===== src/rtl/ctrl_pipe.sv =====
// ctrl_pipe: carries the decoded control bundle through the ID/EX, EX/MEM and
// MEM/WB pipeline registers. It resolves branches and jumps in EX against the
// static fetch-time prediction, drives the PC redirect and the IF/ID and ID/EX
// flushes, and keeps saturating branch and mispredict counters.
module ctrl_pipe #(
  parameter int CNT_W = 32
) (
  input  logic             clk,
  input  logic             reset,
  input  logic             ValidD,
  input  logic             RegWriteD,
  input  logic [1:0]       ResultSrcD,
  input  logic             MemWriteD,
  input  logic             JumpD,
  input  logic             BranchD,
  input  logic             ALUSrcD,
  input  logic [2:0]       ALUControlD,
  input  logic             funct3b0D,
  input  logic             PredTakenD,
  input  logic             FlushEExt,
  input  logic             ZeroE,
  output logic             ALUSrcE,
  output logic [2:0]       ALUControlE,
  output logic             MemWriteM,
  output logic             RegWriteM,
  output logic [1:0]       ResultSrcW,
  output logic             RegWriteW,
  output logic             RedirectE,
  output logic             RedirectSelE,
  output logic             FlushD,
  output logic             FlushE,
  output logic [CNT_W-1:0] BranchCnt,
  output logic [CNT_W-1:0] MispredCnt
);

  // ID/EX register
  logic       valid_e_q, valid_e_d;
  logic       reg_write_e_q, reg_write_e_d;
  logic [1:0] result_src_e_q, result_src_e_d;
  logic       mem_write_e_q, mem_write_e_d;
  logic       jump_e_q, jump_e_d;
  logic       branch_e_q, branch_e_d;
  logic       alu_src_e_q, alu_src_e_d;
  logic [2:0] alu_control_e_q, alu_control_e_d;
  logic       funct3b0_e_q, funct3b0_e_d;
  logic       pred_taken_e_q, pred_taken_e_d;

  // EX/MEM register
  logic       valid_m_q;
  logic       reg_write_m_q;
  logic [1:0] result_src_m_q;
  logic       mem_write_m_q;

  // MEM/WB register
  logic       valid_w_q;
  logic       reg_write_w_q;
  logic [1:0] result_src_w_q;

  // Performance counters
  logic [CNT_W-1:0] branch_cnt_q, branch_cnt_d;
  logic [CNT_W-1:0] mispred_cnt_q, mispred_cnt_d;

  // EX resolution
  logic taken_e_s;
  logic ctrl_e_s;
  logic redirect_e_s;
  logic flush_e_s;

  // Branch/jump resolution in EX; redirect and flushes are held low in reset.
  always_comb begin
    taken_e_s    = valid_e_q & (jump_e_q | (branch_e_q & (ZeroE ^ funct3b0_e_q)));
    ctrl_e_s     = valid_e_q & (jump_e_q | branch_e_q);
    redirect_e_s = ~reset & ctrl_e_s & (taken_e_s != pred_taken_e_q);
    flush_e_s    = redirect_e_s | (FlushEExt & ~reset);
  end

  // ID/EX next state: a flush or an invalid ID instruction loads a bubble.
  always_comb begin
    valid_e_d       = 1'b0;
    reg_write_e_d   = 1'b0;
    result_src_e_d  = 2'b00;
    mem_write_e_d   = 1'b0;
    jump_e_d        = 1'b0;
    branch_e_d      = 1'b0;
    alu_src_e_d     = 1'b0;
    alu_control_e_d = 3'b000;
    funct3b0_e_d    = 1'b0;
    pred_taken_e_d  = 1'b0;
    if (ValidD && !flush_e_s) begin
      valid_e_d       = 1'b1;
      reg_write_e_d   = RegWriteD;
      result_src_e_d  = ResultSrcD;
      mem_write_e_d   = MemWriteD;
      jump_e_d        = JumpD;
      branch_e_d      = BranchD;
      alu_src_e_d     = ALUSrcD;
      alu_control_e_d = ALUControlD;
      funct3b0_e_d    = funct3b0D;
      pred_taken_e_d  = PredTakenD;
    end else begin
      valid_e_d = 1'b0;
    end
  end

  // Saturating counter next state; they stop at all-ones instead of wrapping.
  always_comb begin
    branch_cnt_d  = branch_cnt_q;
    mispred_cnt_d = mispred_cnt_q;
    if (ctrl_e_s && (branch_cnt_q != {CNT_W{1'b1}})) begin
      branch_cnt_d = branch_cnt_q + {{(CNT_W-1){1'b0}}, 1'b1};
    end else begin
      branch_cnt_d = branch_cnt_q;
    end
    if (redirect_e_s && (mispred_cnt_q != {CNT_W{1'b1}})) begin
      mispred_cnt_d = mispred_cnt_q + {{(CNT_W-1){1'b0}}, 1'b1};
    end else begin
      mispred_cnt_d = mispred_cnt_q;
    end
  end

  // Pipeline registers and counters; synchronous reset discards all in-flight control.
  always_ff @(posedge clk) begin
    if (reset) begin
      valid_e_q       <= 1'b0;
      reg_write_e_q   <= 1'b0;
      result_src_e_q  <= 2'b00;
      mem_write_e_q   <= 1'b0;
      jump_e_q        <= 1'b0;
      branch_e_q      <= 1'b0;
      alu_src_e_q     <= 1'b0;
      alu_control_e_q <= 3'b000;
      funct3b0_e_q    <= 1'b0;
      pred_taken_e_q  <= 1'b0;
      valid_m_q       <= 1'b0;
      reg_write_m_q   <= 1'b0;
      result_src_m_q  <= 2'b00;
      mem_write_m_q   <= 1'b0;
      valid_w_q       <= 1'b0;
      reg_write_w_q   <= 1'b0;
      result_src_w_q  <= 2'b00;
      branch_cnt_q    <= {CNT_W{1'b0}};
      mispred_cnt_q   <= {CNT_W{1'b0}};
    end else begin
      valid_e_q       <= valid_e_d;
      reg_write_e_q   <= reg_write_e_d;
      result_src_e_q  <= result_src_e_d;
      mem_write_e_q   <= mem_write_e_d;
      jump_e_q        <= jump_e_d;
      branch_e_q      <= branch_e_d;
      alu_src_e_q     <= alu_src_e_d;
      alu_control_e_q <= alu_control_e_d;
      funct3b0_e_q    <= funct3b0_e_d;
      pred_taken_e_q  <= pred_taken_e_d;
      // The resolving instruction itself keeps flowing into MEM.
      valid_m_q       <= valid_e_q;
      reg_write_m_q   <= reg_write_e_q;
      result_src_m_q  <= result_src_e_q;
      mem_write_m_q   <= mem_write_e_q;
      valid_w_q       <= valid_m_q;
      reg_write_w_q   <= reg_write_m_q;
      result_src_w_q  <= result_src_m_q;
      branch_cnt_q    <= branch_cnt_d;
      mispred_cnt_q   <= mispred_cnt_d;
    end
  end

  assign ALUSrcE      = alu_src_e_q;
  assign ALUControlE  = alu_control_e_q;
  assign MemWriteM    = mem_write_m_q;
  assign RegWriteM    = reg_write_m_q;
  assign ResultSrcW   = result_src_w_q;
  assign RegWriteW    = reg_write_w_q;
  assign RedirectE    = redirect_e_s;
  assign RedirectSelE = pred_taken_e_q & ~taken_e_s;
  assign FlushD       = redirect_e_s;
  assign FlushE       = flush_e_s;
  assign BranchCnt    = branch_cnt_q;
  assign MispredCnt   = mispred_cnt_q;

endmodule


===== config.mk =====
export PLATFORM = sky130hd
export DESIGN_NAME = ctrl_pipe
export DESIGN_NICKNAME = d
export VERILOG_FILES = /design/src/rtl/ctrl_pipe.sv
export SDC_FILE = /design/constraint.sdc
export NUM_CORES = 1
export LEC_CHECK = 0
export CORE_ASPECT_RATIO = 1.5
export CORE_MARGIN = 8
export CORE_UTILIZATION = 50
export DETAILED_ROUTE_END_ITERATION = 8
export GPL_TIMING_DRIVEN = 0
export PLACE_DENSITY = 0.92
export SLEW_MARGIN = 20
export SYNTH_ARGS = -nofsm -noshare
export SYNTH_HDL_FRONTEND = slang
export SYNTH_SLANG_ARGS = --single-unit

===== constraint.sdc =====
create_clock -name clk -period 3.72 [get_ports clk]
set_clock_uncertainty 0.2 [all_clocks]
set_input_delay 0.744 -clock clk [delete_from_list [all_inputs] [get_ports clk]]
set_output_delay 0.744 -clock clk [all_outputs]
set_load 0.1 [all_outputs]

==> results.ini <==
[clock_tree]
clk_root_buffer_cell=clkbuf_16
clk_latency_ns=0.34
holdBufCountCts=0
cts_tree=done
cts_buffer_depth=2
htree_levels=3
clock-sinks=84
clk_pin_slew_ns=0.06
cts_buffers=9

[timing]
final.period_utilization_pct=98.5
holdWs_ns=0.238
relSlewSlack_pct=31.8
finalSetupViolations=0
maxSlewViolCount=0
max_freq_mhz=273
final_hold_viol_count=0
period_minus_slack_ns=3.66
rsz0062_at_grt=false
worst_pin_slew_ns=1.02

[floorplanning]
io_pins=94
die_w_um=88.7
rows=40
coreArea_mm2=0.00786
start_util_pct=50.4
dieHeight_um=125
die_area_mm2=0.0111

[placement]
placed_cells=643
port_buffers=93
hpwlAfterDp_mm=8.69
routabilityCongestion=0.976
post_dp_cell_area_mm2=0.00503

[route]
drc=0
vias=3986
drt-initial-drc-count=291
drt-total-wl_mm=12.0
viasPerCell=6.03
firstDrtPassIters=5
routedWlPerCell_um=18.2
drtAntennaViolNets=0

[worst_setup_path]
criticalPathCategory=input port to primary output
worst_setup_path_start_kind=input port
crit_chain=clkdlybuf4s50_1, xor2_1, a21o_1, nand2_1, ha_4, or3_4, clkbuf_16, o21ai_2, buf_12
critPathCaptureType=primary output
cp_slowest_cell=clkdlybuf4s50_1
crit_arrival_ns=2.72
crit_fanout=6
max_stage_delay_ns=0.48
required_ns=2.78

[pwr]
p_switching_w=0.000406
totalPowerFinal_w=0.00188
clock_power_share_pct=47.6
power_frac_comb_pct=4.0
p_leak_nw=1.76
intPower_w=0.00147
p_sw_share_pct=21.6
seqPwrFrac_pct=48.3
irDropWorstVdd_mv=0.273
pwr_density_cell_mw_per_mm2=347

[grt]
grt_pass1_wl_mm=18.7
antenna_found_initial=0
grt_pass1_vias=3853
grt_start_max_net_pins=14
grt.total_usage_pct=21.1
grt_overflow_total=0

[finish]
diodes=0
nets=571
final_cells=661
layout_common_cells=clkdlybuf4s50_1, dfxtp_1, a21oi_1, nor2_1, nand2_1
final_common_cell=clkdlybuf4s50_1
post-route-cell-area_mm2=0.00540
syn_to_final_growth_pct=36.3
drive_above_1_share_pct=11.2

[synth]
syn_area_mm2=0.00396
async_flop_share_pct=0
ys.flop_type=dfxtp_1
netlist.area_leader.share_pct=42.4
ys_ff_latch=84
synth_edf_count=0
synth_cell_types=56
synthTopCellsByArea=dfxtp_1, a21oi_1, or3_1
synth.avg_cell_area_um2=8.90
synth_fp_nets=465
yosysTopAreaCell=dfxtp_1
seq_area_frac_synth_pct=42.4
synth_warnings=0
synth_cells=445

[outcome]
status=finished, final reports clean

[flow_run]
cap_violations=0

[hold_path]
hold_class=register to register

-- metal layers --
metal,GRT usage [%],up-vias,part of all wire (%)
li1,-,1861,-
met1,21.4,1893,36
met2,38.2,201,53
met3,5.90,31,8.5
met4,9.11,0,2.8
met5,0,-,0
-- per-stage QoR --
step | setup WS, ns | util, % | setup TNS, ns
after floorplan | 0.166 | - | 0
after global placement | -1.26 | 64.0 | -3.91
after detailed placement | -1.30 | 64.0 | -4.57
after CTS | 0.0000346 | 68.3 | 0
after global routing | 0.00580 | 68.7 | 0
final | 0.0573 | 68.7 | 0
-- final cells by class --
| class | count | area [µm²] |
|---|---|---|
| clock inverters | 4 | 48.8 |
| plain buffers | 22 | 134 |
| multi-input cells | 327 | 2140 |
| clock buffers | 12 | 246 |
| repair buffers | 96 | 971 |
| flip-flops and latches | 84 | 1680 |
| well taps | 105 | 131 |
| fillers | 604 | 2460 |
| inverters | 11 | 43.8 |
-- worst max-delay path: cells and delay by family --
family                   cells  cell delay [ns]
AO/OA/AOI/OAI                2             0.20
adder cells (fa/ha/maj)      1             0.23
XOR/XNOR                     1             0.15
buffers and inverters        3             0.86
AND/OR/NAND/NOR              2             0.54
-- power groups by stage --
stage,clock (W),sequential [W],combinational [W]
after floorplan,0,0.000941,0.0000264
after global placement,0,0.000926,0.0000718
after detailed placement,0,0.000927,0.0000734
after CTS,0.000896,0.000907,0.0000751
after global routing,0.000932,0.000907,0.0000799
final,0.000893,0.000907,0.0000758
-- cells in the mapped netlist (2+ instances only) --
| cell | count |
|---|---|
| o21ai_0 | 22 |
| nand3_1 | 21 |
| nand2_1 | 23 |
| or4_1 | 13 |
| nor3_1 | 7 |
| ha_1 | 3 |
| buf_4 | 3 |
| nor2_1 | 34 |
| and3_1 | 4 |
| a21oi_1 | 38 |
| a211oi_1 | 6 |
| or3_1 | 21 |
| xor2_1 | 5 |
| a21o_1 | 2 |
| nor4_4 | 2 |
| and2_1 | 13 |
| or2_2 | 3 |
| and4_1 | 4 |
| nand3b_1 | 2 |
| nor2b_1 | 15 |
| buf_6 | 2 |
| o31ai_1 | 15 |
| a2111oi_0 | 2 |
| inv_1 | 10 |
| or4_4 | 2 |
| nor4_1 | 9 |
| o311ai_0 | 2 |
| dfxtp_1 | 84 |
| buf_2 | 3 |
| clkbuf_1 | 15 |
| o41ai_1 | 2 |
| nand4_1 | 16 |
| mux2_2 | 8 |
| xnor2_1 | 12 |
-- cell families (layout without fill, tap and decap cells) --
logic type / Yosys count / count (layout) / share of synthesized area, %
AOI/OAI and AO/OA: 98 / 98 / 15.8
DFF: 84 / 84 / 42.4
and+or+nand+nor: 200 / 200 / 30.5
adders and majority gates: 3 / 3 / 0.947
muxes: 9 / 9 / 2.53
buffers and inverters: 34 / 145 / 3.98
xor gates and xnor gates: 17 / 17 / 3.76
-- flip-flops by register name (all words and copies together) (netlist names) --
| register | cells |
|---|---|
| result_src_m_q | 2 |
| MispredCnt | 32 |
| BranchCnt | 32 |
| mem_write_e_q | 1 |
| RegWriteM | 1 |
| branch_e_q | 1 |
| funct3b0_e_q | 1 |
| jump_e_q | 1 |
| ALUControlE | 3 |
| ALUSrcE | 1 |
| reg_write_e_q | 1 |
| pred_taken_e_q | 1 |
| MemWriteM | 1 |
| RegWriteW | 1 |
| valid_e_q | 1 |
| result_src_e_q | 2 |
| ResultSrcW | 2 |
-- path summary, 6_finish.rpt --
kind	start	slack, ns	cells after the start	to
worst max-delay path	ZeroE	0.06	9	FlushE
worst min register to register	result_src_e_q[0]	0.24	1	result_src_m_q[0]
worst max register to register	funct3b0_e_q	0.84	9	MispredCnt[12]
worst min-delay path	result_src_e_q[0]	0.24	1	result_src_m_q[0]
-- repair_timing --
| action | 4_1_cts | 5_1_grt |
|---|---|---|
| hold endpoints to repair | 0 | 0 |
| setup buffers | 0 | 3 |
| pin swaps | 2 | 1 |
| setup endpoints to repair | 4 | 2 |
| resized for setup | 31 | 2 |
Power figures use the tool's default switching activity.
